File: src/rtl/mem_port_arbiter.sv
// Shares one single-port synchronous memory between the fetch (IF) and data (DM) requesters.
// Defining ARB_STATS_EN adds saturating grant and fetch-stall counters.
module mem_port_arbiter #(
  parameter int ADDR_W     = 32,
  parameter int DATA_W     = 32,
  parameter int MEM_LAT    = 1,
  parameter int MAX_STREAK = 4
) (
  input  logic              clk,
  input  logic              reset,
  input  logic              if_req,
  input  logic [ADDR_W-1:0] if_addr,
  output logic [DATA_W-1:0] if_rdata,
  output logic              if_ready,
  input  logic              dm_req,
  input  logic              dm_we,
  input  logic [ADDR_W-1:0] dm_addr,
  input  logic [DATA_W-1:0] dm_wdata,
  output logic [DATA_W-1:0] dm_rdata,
  output logic              dm_ready,
  output logic              mem_en,
  output logic              mem_we,
  output logic [ADDR_W-1:0] mem_addr,
  output logic [DATA_W-1:0] mem_wdata,
  input  logic [DATA_W-1:0] mem_rdata,
  output logic              busy
`ifdef ARB_STATS_EN
  ,
  output logic [15:0]       stat_if_grants,
  output logic [15:0]       stat_dm_grants,
  output logic [15:0]       stat_if_stall
`endif
);

  localparam int STREAK_W = $clog2(MAX_STREAK + 1);
  localparam int CNT_W    = (MEM_LAT > 2) ? $clog2(MEM_LAT - 1) : 1;
  localparam logic [STREAK_W-1:0] STREAK_MAX = STREAK_W'(MAX_STREAK);
  localparam logic [CNT_W-1:0]    WAIT_LOAD  = CNT_W'((MEM_LAT > 1) ? (MEM_LAT - 2) : 0);

  typedef enum logic [1:0] {IDLE, ISSUE, WAIT, RESP} state_t;

  state_t              state;
  logic                owner_dm;
  logic                we_lat;
  logic [STREAK_W-1:0] streak;
  logic [CNT_W-1:0]    wait_cnt;
  logic                grant;
  logic                pick_dm;

  // The ready pulse cycle is spent in IDLE; requests are not sampled until it has passed,
  // so a requester that drops req right after its pulse is not granted twice.
  assign grant   = (state == IDLE) && !if_ready && !dm_ready && (if_req || dm_req);
  assign pick_dm = dm_req && !(if_req && (streak == STREAK_MAX));

  always_ff @(posedge clk) begin
    if (reset) begin
      state     <= IDLE;
      owner_dm  <= 1'b0;
      we_lat    <= 1'b0;
      streak    <= '0;
      wait_cnt  <= '0;
      if_rdata  <= '0;
      if_ready  <= 1'b0;
      dm_rdata  <= '0;
      dm_ready  <= 1'b0;
      mem_en    <= 1'b0;
      mem_we    <= 1'b0;
      mem_addr  <= '0;
      mem_wdata <= '0;
      busy      <= 1'b0;
    end else begin
      if_ready <= 1'b0;
      dm_ready <= 1'b0;
      mem_en   <= 1'b0;
      mem_we   <= 1'b0;
      case (state)
        IDLE: begin
          if (grant) begin
            owner_dm  <= pick_dm;
            we_lat    <= pick_dm && dm_we;
            mem_en    <= 1'b1;
            mem_we    <= pick_dm && dm_we;
            mem_addr  <= pick_dm ? dm_addr : if_addr;
            mem_wdata <= pick_dm ? dm_wdata : '0;
            busy      <= 1'b1;
            state     <= ISSUE;
            if (pick_dm && if_req) streak <= streak + 1'b1;
            else                   streak <= '0;
          end else begin
            busy <= 1'b0;
          end
        end
        ISSUE: begin
          if (MEM_LAT > 1) begin
            wait_cnt <= WAIT_LOAD;
            state    <= WAIT;
          end else begin
            state <= RESP;
          end
        end
        WAIT: begin
          if (wait_cnt == '0) state <= RESP;
          else                wait_cnt <= wait_cnt - 1'b1;
        end
        RESP: begin
          // mem_rdata is valid in this cycle; the pulse appears in the following one.
          if (owner_dm) begin
            dm_ready <= 1'b1;
            dm_rdata <= we_lat ? '0 : mem_rdata;
          end else begin
            if_ready <= 1'b1;
            if_rdata <= mem_rdata;
          end
          state <= IDLE;
        end
        default: state <= IDLE;
      endcase
    end
  end

`ifdef ARB_STATS_EN
  logic if_grant;
  logic dm_grant;
  logic if_active;

  assign if_grant  = grant && !pick_dm;
  assign dm_grant  = grant && pick_dm;
  assign if_active = ((state != IDLE) && !owner_dm) || if_ready;

  always_ff @(posedge clk) begin
    if (reset) begin
      stat_if_grants <= '0;
      stat_dm_grants <= '0;
      stat_if_stall  <= '0;
    end else begin
      if (if_grant && (stat_if_grants != 16'hFFFF)) stat_if_grants <= stat_if_grants + 16'd1;
      if (dm_grant && (stat_dm_grants != 16'hFFFF)) stat_dm_grants <= stat_dm_grants + 16'd1;
      if (if_req && !if_grant && !if_active && (stat_if_stall != 16'hFFFF))
        stat_if_stall <= stat_if_stall + 16'd1;
    end
  end
`endif

endmodule

File: config.mk
export PLATFORM = sky130hd
export DESIGN_NAME = mem_port_arbiter
export DESIGN_NICKNAME = d
export VERILOG_FILES = /design/src/rtl/mem_port_arbiter.sv
export SDC_FILE = /design/constraint.sdc
export NUM_CORES = 1
export LEC_CHECK = 0
export BUFFER_PORTS_ARGS = -buffer_cell sky130_fd_sc_hd__buf_2
export CAP_MARGIN = 40
export CORE_MARGIN = 10
export CORE_UTILIZATION = 43
export CTS_BUF_LIST = sky130_fd_sc_hd__clkbuf_8
export CTS_CLUSTER_SIZE = 20
export DETAILED_ROUTE_END_ITERATION = 7
export GPL_TIMING_DRIVEN = 0
export HOLD_SLACK_MARGIN = 0.08
export PLACE_DENSITY = 0.78
export SLEW_MARGIN = 25
export SYNTH_ARGS = -nofsm -noshare
export SYNTH_HDL_FRONTEND = slang
export SYNTH_SLANG_ARGS = --single-unit
File: constraint.sdc
create_clock -name clk -period 1.4 [get_ports clk]
set_clock_uncertainty 0.1 [all_clocks]
set_input_delay 0.07 -clock clk [delete_from_list [all_inputs] [get_ports clk]]
set_output_delay 0.07 -clock clk [all_outputs]
set_load 0.01 [all_outputs]
==> reports/metrics.cfg <==
[run_status]
outcome = finished with violations
violations = negative setup slack

[cts]
cts_tree = yes
root_buffer = clkbuf_8
cts_buffers = 17
cts_buffer_depth = 2
clkSinkCount = 140
htreeDepth = 4
clk_pin_slew_ps = 80
clk_latency_ps = 440

[power]
p_leak_nw = 4.51
power_density_nw_per_um2 = 1100
ir_drop_v = 0.000615

[yosys]
muxShareOfSynthArea = 0.00180
synth_top_area_share = 0.503
synth_area_per_cell_sq_um = 9.29
yosysTopAreaCell = dfxtp_1
synth_cells = 599
yosysSeqAreaShare = 0.503
synth_compound_area_frac = 0.234
synth-adder-area-share = 0.00899
synth_seq_cells = 140
yosys.area_share.simple = 0.201
synth-xor-area-share = 0
ys_warn_count = 0
yosysUniqueCellTypes = 33
syn_area_sq_um = 5570
synth_area_leaders = dfxtp_1 50%, nand2_1 6.9%, a211oi_2 6.5%
synth_nets = 736
synth_top_family_by_area = compound AO/OA/AOI/OAI gates

[global_routing]
grt_antenna_before_repair = 4
grt_pass1_wl_um = 35300
grt_max_degree = 17
overflow = 0
grt_pass1_vias = 6647
grtUsageTotal = 0.246

[setup_path]
cp-start-kind = register
crit_path_max_fanout = 8
critPathRequiredTime_ps = 1650
end_kind = register
cp_data_arrival_time_ps = 1820
worstSetupPathType = reg -> reg

[placed_design]
dp_slack_ps = -321
gp_congestion = 0.820
place.port_buffers = 264
post_dp_cell_area_sq_um = 7270
hpwl_um = 13900
placedCellCount = 1035

[cells_and_area]
syn_to_final_growth_pct = 79.9
stdcell_area_sq_um = 10000
stdcell_count = 1223
drive_above_1_share = 0.515
layout_common_cells = 267 x buf_2, 135 x dfxtp_1, 131 x dlygate4sd3_1, 79 x nand2_1, 57 x a21oi_2
nets = 1171
layout_commonest_cell = buf_2

[timing]
timing.final.ws_setup_ps = -169
tightest_slew_ps = 890
finalHoldViolations = 0
final.min_clock_period_ps = 1570
timing.final.crit_share = 1.12
slew_headroom = 0.407
grt_setup_unrepaired = true
slew_viol_final = 0
setup_viol = 69
fmaxAchievable_ghz = 0.637

[drt]
drt-wirelength-per-cell_um = 20.2
drt_iter0_drc = 323
drt-total-wl_um = 24700
viasPerCell = 5.25
drc = 0
vias = 6425
ant_nets = 0
dr.pass1.iters = 5

[die]
die_w_um = 134
core.rowCount = 41
die_area_sq_um = 17900
core_sq_um = 12700
ios = 266
dieHeight_um = 134
start_util = 0.439

[job]
drv_cap = 0

[hold_path]
worstHoldPathType = in -> reg

[kinds of logic after synthesis]
group                    Yosys count
AND/OR/NAND/NOR                  230
buffers and inverters             55
AO/OA/AOI/OAI                    169
flip-flops                       140
adder cells (fa/ha/maj)            4
multiplexers                       1
[metrics by stage]
step           power [W]   util  hold WS (ps)  TNS (ps)
2_1_floorplan    0.00586      -          95.7      -209
3_3_place_gp     0.00664  0.574           195    -27140
3_5_place_dp     0.00668  0.574           196    -28220
4_1_cts           0.0105  0.740          -163     -2370
5_1_grt           0.0114  0.790           122     -9990
6_report          0.0110  0.790          82.0     -4570
[cell type report]
class,instances,area [sq um]
diodes,4,10.0
plain buffers,50,502
clock buffers,19,262
clock inverters,13,141
fillers,718,2660
inverters,4,20.0
multi-input cells,404,3080
flip-flops and latches,140,2810
well taps,172,215
repair buffers,417,2980
[state kept, by name (all words and copies together) (netlist names), 2 cells and up]
name,cells
mem_wdata,32
streak,3
dm_rdata,32
state,2
mem_addr,32
if_rdata,32
[what timing repair did]
item,CTS,global route
cloned,4,7
hold buffers,130,1
buffers inserted,8,3
hold endpoints to repair,135,3
pin swaps,16,73
setup endpoints to repair,132,132
gates resized for setup,85,124
[cell usage after synthesis]
library cell / instances
a21oi_2: 1
nand4_1: 1
nand3b_1: 33
ha_1: 4
buf_6: 7
or2_1: 1
o21ai_1: 1
dfxtp_1: 140
clkbuf_1: 26
or2_2: 1
and3_1: 2
mux2i_1: 1
and2_1: 1
nor2_1: 44
o21ai_2: 28
nor2b_1: 1
nand2b_1: 34
buf_2: 16
nor3_1: 1
a211oi_1: 4
nand2_1: 103
nand2_4: 1
a31oi_1: 1
a22o_1: 30
o21ai_0: 4
nor3b_1: 2
inv_1: 4
a21oi_1: 70
buf_4: 2
nand3_1: 4
nand3_2: 1
a32oi_1: 1
a211oi_2: 29
[worst max-delay path: stages, from the launching register on]
cell	delay, ps
dfxtp_4	370
inv_4	60
ha_4	160
and3_4	190
buf_12	160
clkbuf_16	160
nor2_2	40
a211oi_2	250
[power by group]
| group | internal [W] | switching (W) |
|---|---|---|
| logic | 0.00152 | 0.00164 |
| registers | 0.00431 | 0.000208 |
| clock network | 0.00169 | 0.00163 |
[path summary, 6_finish.rpt]
check,from,to,slack (ps),depth (start not counted)
max,state[1],mem_addr[7],-170,7
min,if_req,mem_addr[31],80,5
max reg2reg,state[1],mem_addr[7],-170,7
min reg2reg,if_rdata[0],if_rdata[0],360,2
[metal layers]
metal	track usage	part of all wire
met5	0	0
met4	0.157	0.066
met3	0.0650	0.070
met2	0.440	0.51
met1	0.249	0.35
(Power assumes the default switching activity.)
